==> config.mk <==
export PLATFORM = sky130hd
export DESIGN_NAME = sram_top
export DESIGN_NICKNAME = d
export VERILOG_FILES = /design/src/rtl/sram_top.sv
export SDC_FILE = /design/constraint.sdc
export NUM_CORES = 1
export LEC_CHECK = 0
export BUFFER_PORTS_ARGS = -buffer_cell sky130_fd_sc_hd__clkbuf_2
export CORE_ASPECT_RATIO = 0.6
export CORE_UTILIZATION = 60
export CTS_CLUSTER_SIZE = 8
export DETAILED_ROUTE_END_ITERATION = 6
export GPL_TIMING_DRIVEN = 0
export HOLD_SLACK_MARGIN = 0.12
export PLACE_DENSITY_LB_ADDON = 0.3
export SYNTH_ARGS = -nofsm -noshare
export SYNTH_HDL_FRONTEND = slang
export SYNTH_SLANG_ARGS = --single-unit
==> constraint.sdc <==
create_clock -name clk -period 2.4 [get_ports clk]
set_input_delay 0.48 -clock clk [delete_from_list [all_inputs] [get_ports clk]]
set_output_delay 0.48 -clock clk [all_outputs]
set_load 0.05 [all_outputs]
==> src/rtl/sram_top.sv <==
// Serial-load SRAM wrapper: MSB-first shift register, word write, registered read.
// Optional SRAM_PARITY_EN adds a stored even-parity bit and a parity_err output.
module sram_top #(
  parameter int ROWS = 4,
  parameter int COLS = 8
) (
  input  logic            clk,
  input  logic            arst_n,
  input  logic            serial_in,
  input  logic            shift,
  input  logic            w_en,
  input  logic            r_en,
  input  logic [ROWS-1:0] addr,
  output logic [COLS-1:0] data_out,
`ifdef SRAM_PARITY_EN
  output logic            parity_err,
`endif
  output logic            data_valid
);

  localparam int DEPTH = 2**ROWS;

  logic [COLS-1:0] sreg;
  logic [COLS-1:0] mem [DEPTH];

  // Nonblocking updates give read-before-write on a shared address
  always_ff @(posedge clk) begin
    if (!arst_n) begin
      sreg       <= '0;
      data_out   <= '0;
      data_valid <= 1'b0;
      for (int i = 0; i < DEPTH; i++)
        mem[i] <= '0;
    end else begin
      if (shift)
        sreg <= {sreg[COLS-2:0], serial_in};
      if (w_en)
        mem[addr] <= sreg;
      data_valid <= r_en;
      if (r_en)
        data_out <= mem[addr];
    end
  end

`ifdef SRAM_PARITY_EN
  logic par [DEPTH];

  always_ff @(posedge clk) begin
    if (!arst_n) begin
      parity_err <= 1'b0;
      for (int i = 0; i < DEPTH; i++)
        par[i] <= 1'b0;
    end else begin
      if (w_en)
        par[addr] <= ^sreg;
      parity_err <= r_en && ((^mem[addr]) != par[addr]);
    end
  end
`endif

endmodule

==> reports/metrics.cfg, run 1 <==
[power_and_ir_drop]
p_seq_frac = 0.489
p_int_mw = 4.58
p_clk_frac = 0.443
switching_share = 0.220
power_leakage_nw = 2.86
ir_worst_vdd_mv = 0.581
p_comb_frac = 0.068
p_sw_mw = 1.29
pwr_density_cell_nw_per_um2 = 782
power_mw = 5.87

[clocking]
post_cts_resized = 0
cts_tree = done
clk_pin_slew_ns = 0.06
holdBufCountCts = 0
cts_buffer_depth = 2
cts_setup_buffers = 0
clock_sinks = 145
h-tree-depth = 4
cts_buffers = 17
clk_latency_ns = 0.42
root_buffer = clkbuf_16

[floorplanning]
die_height_um = 83.7
core_sq_um = 10700
die_area_sq_um = 11600
die_x_um = 138
initial_utilization = 0.624
pin_count = 19
rows = 29

[sta]
whs_ns = 0.337
final-setup-viol-count = 0
fin_skew_ns = 0.00511
layout_setup_ws_ns = 0.0996
max_freq_mhz = 435
drv_slew = 0
finalHoldViolations = 0
max-slew-margin-rel = 0.0819
finalCriticalPeriod_ns = 2.30
fin_crit_sh = 0.959
tightest_slew_ns = 1.36
rsz0062_at_grt = false

[synth]
synthTopCellsByCount = and2_1 (130), edfxtp_1 (128), mux2i_1 (56)
synth.top_cell.area_share = 0.575
avgSynthCellArea_sq_um = 13.7
synth.distinct_cells = 30
synthCells = 487
yosysMostFrequentCell = and2_1
ys_ff_latch = 145
ys.flop_type = edfxtp_1
synth_area_sq_um = 6680
synth_area_leader_cell = edfxtp_1
synth_area_leaders = edfxtp_1 (58%), and2_1 (12%), mux2i_1 (8.4%)
synth-edff-count = 128
yosysSeqAreaShare = 0.626
synth_warnings = 0
synthArstFlopShare = 0
synth_nets = 497

[final_layout]
syn2layout_area_growth_pct = 12.4
num-fill-cells = 748
multi_input_area_sq_um = 2280
drive_above_1_share = 0.139
nets = 531
regArea_sq_um = 4180

[global_route]
grt_pass1_wl_mm = 23.1
overflow = 0
grt.total_usage = 0.284
grt_pass1_vias = 3983
antenna_found_initial = 0
grt_max_degree = 17

[run_status]
violations = design-rule violations
outcome = finished with violations

[worst_setup_path]
rr_worst_depth = 2
cp-start-kind = primary input
cpLargestDelayFamily = compound AO/OA/AOI/OAI gates
cp_slowest_cell = o21ai_0
worst-path-stages = 5
path_class = in2reg
r2r-end = mem[1][3]
worstPathMaxFanout = 10
cp.required_ns = 2.43
arrival_ns = 2.33
rrSetupSlack_ns = 0.87
cp_cell_sequence = clkbuf_2 -> buf_6 -> buf_2 -> nand2_1 -> o21ai_0
slowest_delay_ns = 1.06
setup.worst_path.start = addr[0]
worst-path-buf-inv = 3
rr_startpoint = sreg[3]
crit_path_end_kind = flip-flop
setup.worst_path.end = mem[7][0]

[job]
maxCapViolations = 0

[worst_hold_path]
whs_path_depth = 3
hp-class = in2reg

[detailed_routing]
drc_errors = 8
ant_nets = 0
vias_per_cell = 6.08
routed_wl_mm = 15.4
drt-initial-drc-count = 377
wl_per_cell_um = 22.8
firstDrtPassIters = 7
vias = 4097

[placed_design]
dp_hpwl_mm = 10.5
gp_congestion = 0.903
port_buffers = 15
pre_cts_slack_ns = -0.363

routing by layer:
layer / track usage / part of all wire / vias to the layer above
li1: - / - / 1842
met1: 0.418 / 0.43 / 2036
met2: 0.427 / 0.45 / 199
met3: 0.0740 / 0.11 / 20
met4: 0.0684 / 0.0096 / 0
met5: 0 / 0 / -
layout make-up:
| cell class | count | share of cell area |
|---|---|---|
| tap | 139 | 0.0232 |
| antenna | 1 | 0.000333 |
| buffer | 31 | 0.0285 |
| clock buffer | 19 | 0.0577 |
| sequential | 145 | 0.557 |
| clock inverter | 13 | 0.0192 |
| multi-input combinational | 311 | 0.304 |
| timing repair buffer | 15 | 0.0100 |
through the flow:
stage,setup TNS [ns],area (sq um),std cells,utilization
floorplan,0,6680,487,-
global placement,-14.32,6930,641,0.647
detailed placement,-21.97,6930,641,0.647
CTS,0,7510,673,0.701
global route,0,7510,673,0.701
finish,0,7510,674,0.701
worst reg2reg max path, stage by stage (launching register included):
cell	delay, ns
dfxtp_1	0.61
clkbuf_1	0.56
and2_1	0.23
sequential cells by signal, indices dropped and copies added (netlist names):
signal / cells
mem: 128
data_valid: 1
sreg: 8
data_out: 8
logic make-up after synthesis:
group	after synthesis	synth area share
and+or+nand+nor	195	0.182
DFF	145	0.626
muxes	64	0.111
AOI/OAI and AO/OA	52	0.0480
buffers and inverters	31	0.0320
how the worst min path moves through the flow:
| stage | from | end | slack [ns] |
|---|---|---|---|
| 2_1_floorplan | sreg[7] | sreg[7] | 0.54 |
| 3_3_place_gp | data_out[2] | data_out[2] | 0.52 |
| 3_5_place_dp | data_out[2] | data_out[2] | 0.53 |
| 4_1_cts | serial_in | sreg[0] | 0.33 |
| 5_1_grt | serial_in | sreg[0] | 0.35 |
| 6_report | serial_in | sreg[0] | 0.34 |
cell usage in the layout, fill, tap and decap left out, types with 9 or more instances in the layout:
master     netlist  final
and2_1         130    130
clkbuf_1        16     18
clkbuf_16        0     17
clkbuf_2         0     15
dfxtp_1         17     17
edfxtp_1       128    128
mux2i_1         56     56
nand2_1          9      9
nand3_1          9      9
nor2_1          17     17
nor2b_1          9      9
o21ai_0         20     18
o22ai_1         16     16
power by group through the flow:
stage               combinational [mW]  clock [mW]  sequential [mW]
floorplan                        0.241           0             2.95
global placement                 0.380           0             2.92
detailed placement               0.390           0             2.92
CTS                              0.392        2.61             2.87
global route                     0.419        2.72             2.88
finish                           0.396        2.60             2.87
Note: power is estimated with default switching activity, not from simulation.
==> inputs of run 2 (changes only) <==
- ABC_CLOCK_PERIOD_IN_PS: default -> 2400
- CORE_UTILIZATION: 60 -> 61
==> run 2 against run 1 <==
- the flow now finishes without violations
- die area fell by 1.6%
- count of clock-buffer cells in the layout up 6
- worst setup slack better by 0.011 ns
- first-iteration DRC count is 0.53% higher
- core utilization rose by 0.14 points
- final cell count unchanged
- sequential power about the same
- via count is 0.56% lower
- critical path depth is the same
- sequential cell count stayed put
- largest cell class unchanged
- highest routed layer unchanged
==> reports/metrics.cfg, run 2 (same netlist as run 1, synthesis figures left out) <==
[power_and_ir_drop]
switching_share = 0.226  ; was 0.220
power_leakage_nw = 2.83  ; was 2.86 nW
p_int_mw = 4.33  ; was 4.58 mW
p_sw_mw = 1.26  ; was 1.29 mW
pwr_density_cell_nw_per_um2 = 751  ; was 782 nW/um^2
p_clk_frac = 0.416  ; was 0.443
p_comb_frac = 0.071  ; was 0.068
p_seq_frac = 0.513  ; was 0.489
ir_worst_vdd_mv = 0.564  ; was 0.581 mV

[run_status]
outcome = completed  ; was finished with violations

[sta]
finalHoldViolations = 0  ; unchanged
drv_slew = 0  ; unchanged
max_freq_mhz = 437  ; was 435 MHz
finalCriticalPeriod_ns = 2.29  ; was 2.30 ns
fin_crit_sh = 0.954  ; was 0.959
final-setup-viol-count = 0  ; unchanged
fin_skew_ns = 0.00683  ; was 0.00511 ns
whs_ns = 0.384  ; was 0.337 ns
tightest_slew_ns = 1.30  ; was 1.36 ns
rsz0062_at_grt = false  ; unchanged
max-slew-margin-rel = 0.123  ; was 0.0819

[job]
maxCapViolations = 0  ; unchanged

[worst_hold_path]
hp-class = in2reg  ; unchanged
whs_path_depth = 3  ; unchanged
min_to = sreg[0]  ; unchanged
hold_start = serial_in  ; unchanged

[final_layout]
drive_above_1_share = 0.140  ; was 0.139
final_common_cell = and2_1  ; unchanged
largest_register_ffs = 128  ; unchanged
syn2layout_area_growth_pct = 11.5  ; was 12.4%
nets = 531  ; unchanged
final_cell_mix = and2_1 (130), edfxtp_1 (128), mux2i_1 (56), clkbuf_1 (22)  ; was and2_1 (130), edfxtp_1 (128), mux2i_1 (56), clkbuf_1 (18), o21ai_0 (18)
num-fill-cells = 736  ; was 748
largestRegisters = mem x128, data_out x8, sreg x8  ; unchanged
finalCoreUtilization = 0.703  ; was 0.701
largest_register = mem  ; unchanged

[worst_setup_path]
worstPathMaxFanout = 10  ; unchanged
cp-start-kind = primary input  ; unchanged
path_class = in2reg  ; unchanged
rrSetupSlack_ns = 0.85  ; was 0.87 ns
cp.required_ns = 2.42  ; was 2.43 ns
r2r-end = mem[2][1]  ; was mem[1][3]
rr_worst_depth = 2  ; unchanged
crit_path_end_kind = flip-flop  ; unchanged
rr_startpoint = sreg[1]  ; was sreg[3]
arrival_ns = 2.31  ; was 2.33 ns

[clocking]
cts_setup_buffers = 0  ; unchanged
h-tree-depth = 4  ; unchanged
cts_tree = done  ; unchanged
cts_buffer_depth = 2  ; unchanged
clk_pin_slew_ns = 0.05  ; was 0.06 ns
post_cts_resized = 0  ; unchanged
clk_latency_ns = 0.42  ; about the same
cts_buffers = 17  ; unchanged
clock_sinks = 145  ; unchanged
holdBufCountCts = 0  ; unchanged
root_buffer = clkbuf_16  ; unchanged

[floorplanning]
die_area_sq_um = 11400  ; was 11600 sq um
die_height_um = 83.1  ; was 83.7 um
die_x_um = 137  ; was 138 um
pin_count = 19  ; unchanged
initial_utilization = 0.630  ; was 0.624
core_sq_um = 10600  ; was 10700 sq um
rows = 29  ; unchanged

[global_route]
overflow = 0  ; unchanged
grt_pass1_vias = 3996  ; was 3983
grt.total_usage = 0.293  ; was 0.284
grt_max_degree = 17  ; unchanged
grt_pass1_wl_mm = 23.1  ; about the same
antenna_found_initial = 0  ; unchanged

[detailed_routing]
wl_per_cell_um = 22.8  ; about the same
vias_per_cell = 6.04  ; was 6.08
ant_nets = 0  ; unchanged
vias = 4074  ; was 4097
drc_errors = 0  ; was 8
drt-initial-drc-count = 379  ; was 377
routed_wl_mm = 15.4  ; about the same
firstDrtPassIters = 5  ; was 7

[placed_design]
gp_congestion = 0.864  ; was 0.903
port_buffers = 15  ; unchanged
dp_hpwl_mm = 10.5  ; about the same

## run 2: power by group through the flow
stage                     clock network (mW)  registers [mW]  logic [mW]
after floorplan                            0            2.95       0.241
after global placement                     0            2.92       0.381
after detailed placement                   0            2.92       0.390
after CTS                               2.34            2.87       0.393
after global routing                    2.44            2.88       0.423
final                                   2.33            2.87       0.398
## run 2: how the worst max path moves through the flow
stage	from	end	slack, ns	cells after the start
floorplan	addr[1]	mem[1][0]	0.17	5
global placement	addr[3]	mem[6][5]	-0.28	4
detailed placement	addr[3]	mem[6][5]	-0.33	4
CTS	addr[3]	mem[6][1]	0.07	4
global route	addr[0]	mem[11][5]	0.009	5
finish	addr[0]	mem[11][1]	0.11	5
## run 2: layout make-up
cell class / instances / area (sq um) / area share
Clock buffer: 25 / 475 / 0.0638
Timing Repair Buffer: 15 / 75.1 / 0.0101
Sequential cell: 145 / 4180 / 0.562
Buffer: 31 / 214 / 0.0287
Tap cell: 139 / 174 / 0.0234
Clock inverter: 7 / 40.0 / 0.00538
Antenna cell: 1 / 2.50 / 0.000336
Multi-Input combinational cell: 311 / 2280 / 0.306
## run 2: routing by layer
layer	wire (um)	share of wire	global-route usage	vias to the layer above
li1	-	-	-	1849
met2	6640	0.43	0.397	186
met4	210	0.014	0.0919	0
met1	6910	0.45	0.455	2021
met3	1610	0.10	0.0861	18
met5	0	0	0	-
## run 2: worst max-delay path: stages
cell and delay, ns:
clkbuf_2 0.11, buf_6 0.15, buf_2 0.26, nand2_1 0.24
o21ai_0 1.06
## run 2: through the flow
step / TNS, ns / setup WS (ns) / power, mW / area, sq um / std cells
after floorplan: 0 / 0.174 / 3.19 / 6680 / 487
after global placement: -14.72 / -0.283 / 3.30 / 6930 / 641
after detailed placement: -21.07 / -0.329 / 3.31 / 6930 / 641
after CTS: 0 / 0.0721 / 5.61 / 7440 / 673
after global routing: 0 / 0.00864 / 5.74 / 7440 / 673
final: 0 / 0.110 / 5.59 / 7450 / 674
==> inputs of run 3 (changes only) <==
- ABC_CLOCK_PERIOD_IN_PS: 2400 -> 2000
- CORE_UTILIZATION: 61 -> 56
- clock period: 2.4 -> 2 ns (I/O delays scaled with it)
==> run 3 against run 2 <==
- critical path depth unchanged
- die area up 8.7%
- sequential power up 20%
- via count up 1.1%
- total power up 34%
- worst setup slack worse by 0.0040 ns
- non-clock buffer count unchanged
- clock power up 54%
- design area up 2.5%
- worst hold slack worse by 0.14 ns
- clock skew up 0.0030 ns
- sequential share of layout area down 1.4 points
- highest routed layer unchanged
==> reports/metrics.cfg, run 3 (same netlist as run 1, synthesis figures left out) <==
[clocking]
post_cts_resized = 9  ; was 0
clk_latency_ns = 0.43  ; was 0.42 ns
clock_sinks = 145  ; unchanged
cts_tree = done  ; unchanged
cts_buffers = 17  ; unchanged
holdBufCountCts = 0  ; unchanged
root_buffer = clkbuf_16  ; unchanged
clk_pin_slew_ns = 0.06  ; was 0.05 ns
cts_buffer_depth = 2  ; unchanged
cts_setup_buffers = 0  ; unchanged
h-tree-depth = 4  ; unchanged

[power_and_ir_drop]
p_int_mw = 5.89  ; was 4.33 mW
p_clk_frac = 0.478  ; was 0.416
p_sw_mw = 1.63  ; was 1.26 mW
power_leakage_nw = 2.90  ; was 2.83 nW
power_mw = 7.52  ; was 5.59 mW
p_comb_frac = 0.064  ; was 0.071
ir_worst_vdd_mv = 0.702  ; was 0.564 mV
p_seq_frac = 0.458  ; was 0.513
pwr_density_cell_nw_per_um2 = 985  ; was 751 nW/um^2
switching_share = 0.216  ; was 0.226

[placed_design]
gp_congestion = 0.866  ; was 0.864
port_buffers = 15  ; unchanged
dp_hpwl_mm = 10.7  ; was 10.5 mm
dp_cells = 662  ; was 641

[floorplanning]
core_sq_um = 11400  ; was 10600 sq um
die_area_sq_um = 12400  ; was 11400 sq um
die_x_um = 143  ; was 137 um
pin_count = 19  ; unchanged
rows = 30  ; was 29
initial_utilization = 0.583  ; was 0.630
die_height_um = 86.6  ; was 83.1 um

[detailed_routing]
drc_errors = 0  ; unchanged
vias_per_cell = 5.94  ; was 6.04
routed_wl_mm = 15.8  ; was 15.4 mm
firstDrtPassIters = 4  ; was 5
vias = 4117  ; was 4074
wl_per_cell_um = 22.8  ; about the same
ant_nets = 0  ; unchanged
drt-initial-drc-count = 432  ; was 379

[global_route]
grt_pass1_vias = 3960  ; was 3996
grt_max_degree = 17  ; unchanged
antenna_found_initial = 2  ; was 0
grt.total_usage = 0.278  ; was 0.293
grt_pass1_wl_mm = 23.4  ; was 23.1 mm
overflow = 0  ; unchanged

[sta]
finalCriticalPeriod_ns = 1.89
final-setup-viol-count = 0  ; unchanged
whs_ns = 0.248  ; was 0.384 ns
tightest_slew_ns = 0.846  ; was 1.30 ns
fin_crit_sh = 0.947
drv_slew = 0  ; unchanged
max-slew-margin-rel = 0.432  ; was 0.123
max_freq_mhz = 528
finalHoldViolations = 0  ; unchanged
fin_skew_ns = 0.00983  ; was 0.00683 ns

[final_layout]
syn2layout_area_growth_pct = 14.3  ; was 11.5%
diodes = 0  ; was 1
largest_register = mem  ; unchanged
final_cell_mix = and2_1 (130), edfxtp_1 (128), mux2i_1 (56)  ; was and2_1 (130), edfxtp_1 (128), mux2i_1 (56), clkbuf_1 (22)
largestRegisters = mem x128, data_out x8, sreg x8  ; unchanged
largest_register_ffs = 128  ; unchanged
final_common_cell = and2_1  ; unchanged
drive_above_1_share = 0.152  ; was 0.140
final_cells = 693  ; was 674
num-fill-cells = 817  ; was 736
nets = 531  ; unchanged

[worst_setup_path]
worst-path-buf-inv = 3  ; unchanged
worstPathMaxFanout = 10  ; unchanged
cpLargestDelayFamily = compound AO/OA/AOI/OAI gates  ; unchanged
cp-start-kind = primary input  ; unchanged
rrSetupSlack_ns = 0.38  ; was 0.85 ns
cp_cell_sequence = clkbuf_2 -> buf_6 -> buf_2 -> nand2_1 -> o21ai_1  ; was clkbuf_2 -> buf_6 -> buf_2 -> nand2_1 -> o21ai_0
slowest_delay_ns = 0.71  ; was 1.06 ns
cp.required_ns = 2.05  ; was 2.42 ns
path_class = in2reg  ; unchanged
cp_slowest_cell = o21ai_1  ; was o21ai_0
crit_path_end_kind = flip-flop  ; unchanged
arrival_ns = 1.95  ; was 2.31 ns

[worst_hold_path]
hp-class = in2reg  ; unchanged

[run_status]
outcome = completed  ; unchanged

[job]
maxCapViolations = 0  ; unchanged

==> run 3: cell count changes in the layout (fill, tap and decap cells not counted), sizes merged <==
cell,delta
bufinv,+6
clkbuf,-8
clkinv,-1
diode,-1
inv,+2
==> run 3: final timing paths <==
kind               startpoint          end  cells after the start
hold reg to reg   data_out[0]  data_out[0]                      2
hold / removal      serial_in      sreg[0]                      3
setup / recovery      addr[0]    mem[7][1]                      5
setup reg to reg      sreg[3]    mem[9][3]                      2
==> run 3: final cells by class <==
cell class,instances,area [sq um],area share
plain buffers,31,214,0.0280
clock buffers,17,425,0.0557
flip-flops and latches,145,4180,0.548
clock inverters,14,236,0.0310
multi-input cells,311,2300,0.301
well taps,160,200,0.0262
repair buffers,15,75.1,0.00984
==> run 3: tightest hold or removal path, delay by kind of cell <==
family	cells	cell delay, ns
buffers and inverters	1	0.08
multiplexers	1	0.06
AND/OR/NAND/NOR	1	0.10
==> run 3: metrics by stage <==
step | setup WS [ns] | area, sq um | setup TNS (ns) | utilization
2_1_floorplan | -0.146 | 6680 | -4.60 | -
3_3_place_gp | -0.654 | 6960 | -55.82 | 0.608
3_5_place_dp | -0.666 | 6960 | -61.58 | 0.608
4_1_cts | -0.148 | 7620 | -3.23 | 0.665
5_1_grt | -0.000401 | 7630 | -0.00120 | 0.667
6_report | 0.106 | 7630 | 0 | 0.667
==> run 3: power by group through the flow <==
stage                     sequential, mW  clock (mW)  combinational (mW)
after floorplan                     3.53           0               0.290
final                               3.44        3.59               0.483
after global routing                3.45        3.71               0.511
after global placement              3.50           0               0.460
after CTS                           3.44        3.57               0.475
after detailed placement            3.51           0               0.469
==> run 3: metal layers <==
metal | global-route usage | up-vias | share of wire
met5 | 0 | - | 0
met4 | 0.118 | 0 | 0.018
li1 | - | 1849 | -
met1 | 0.411 | 2054 | 0.44
met3 | 0.0630 | 26 | 0.11
met2 | 0.396 | 188 | 0.43
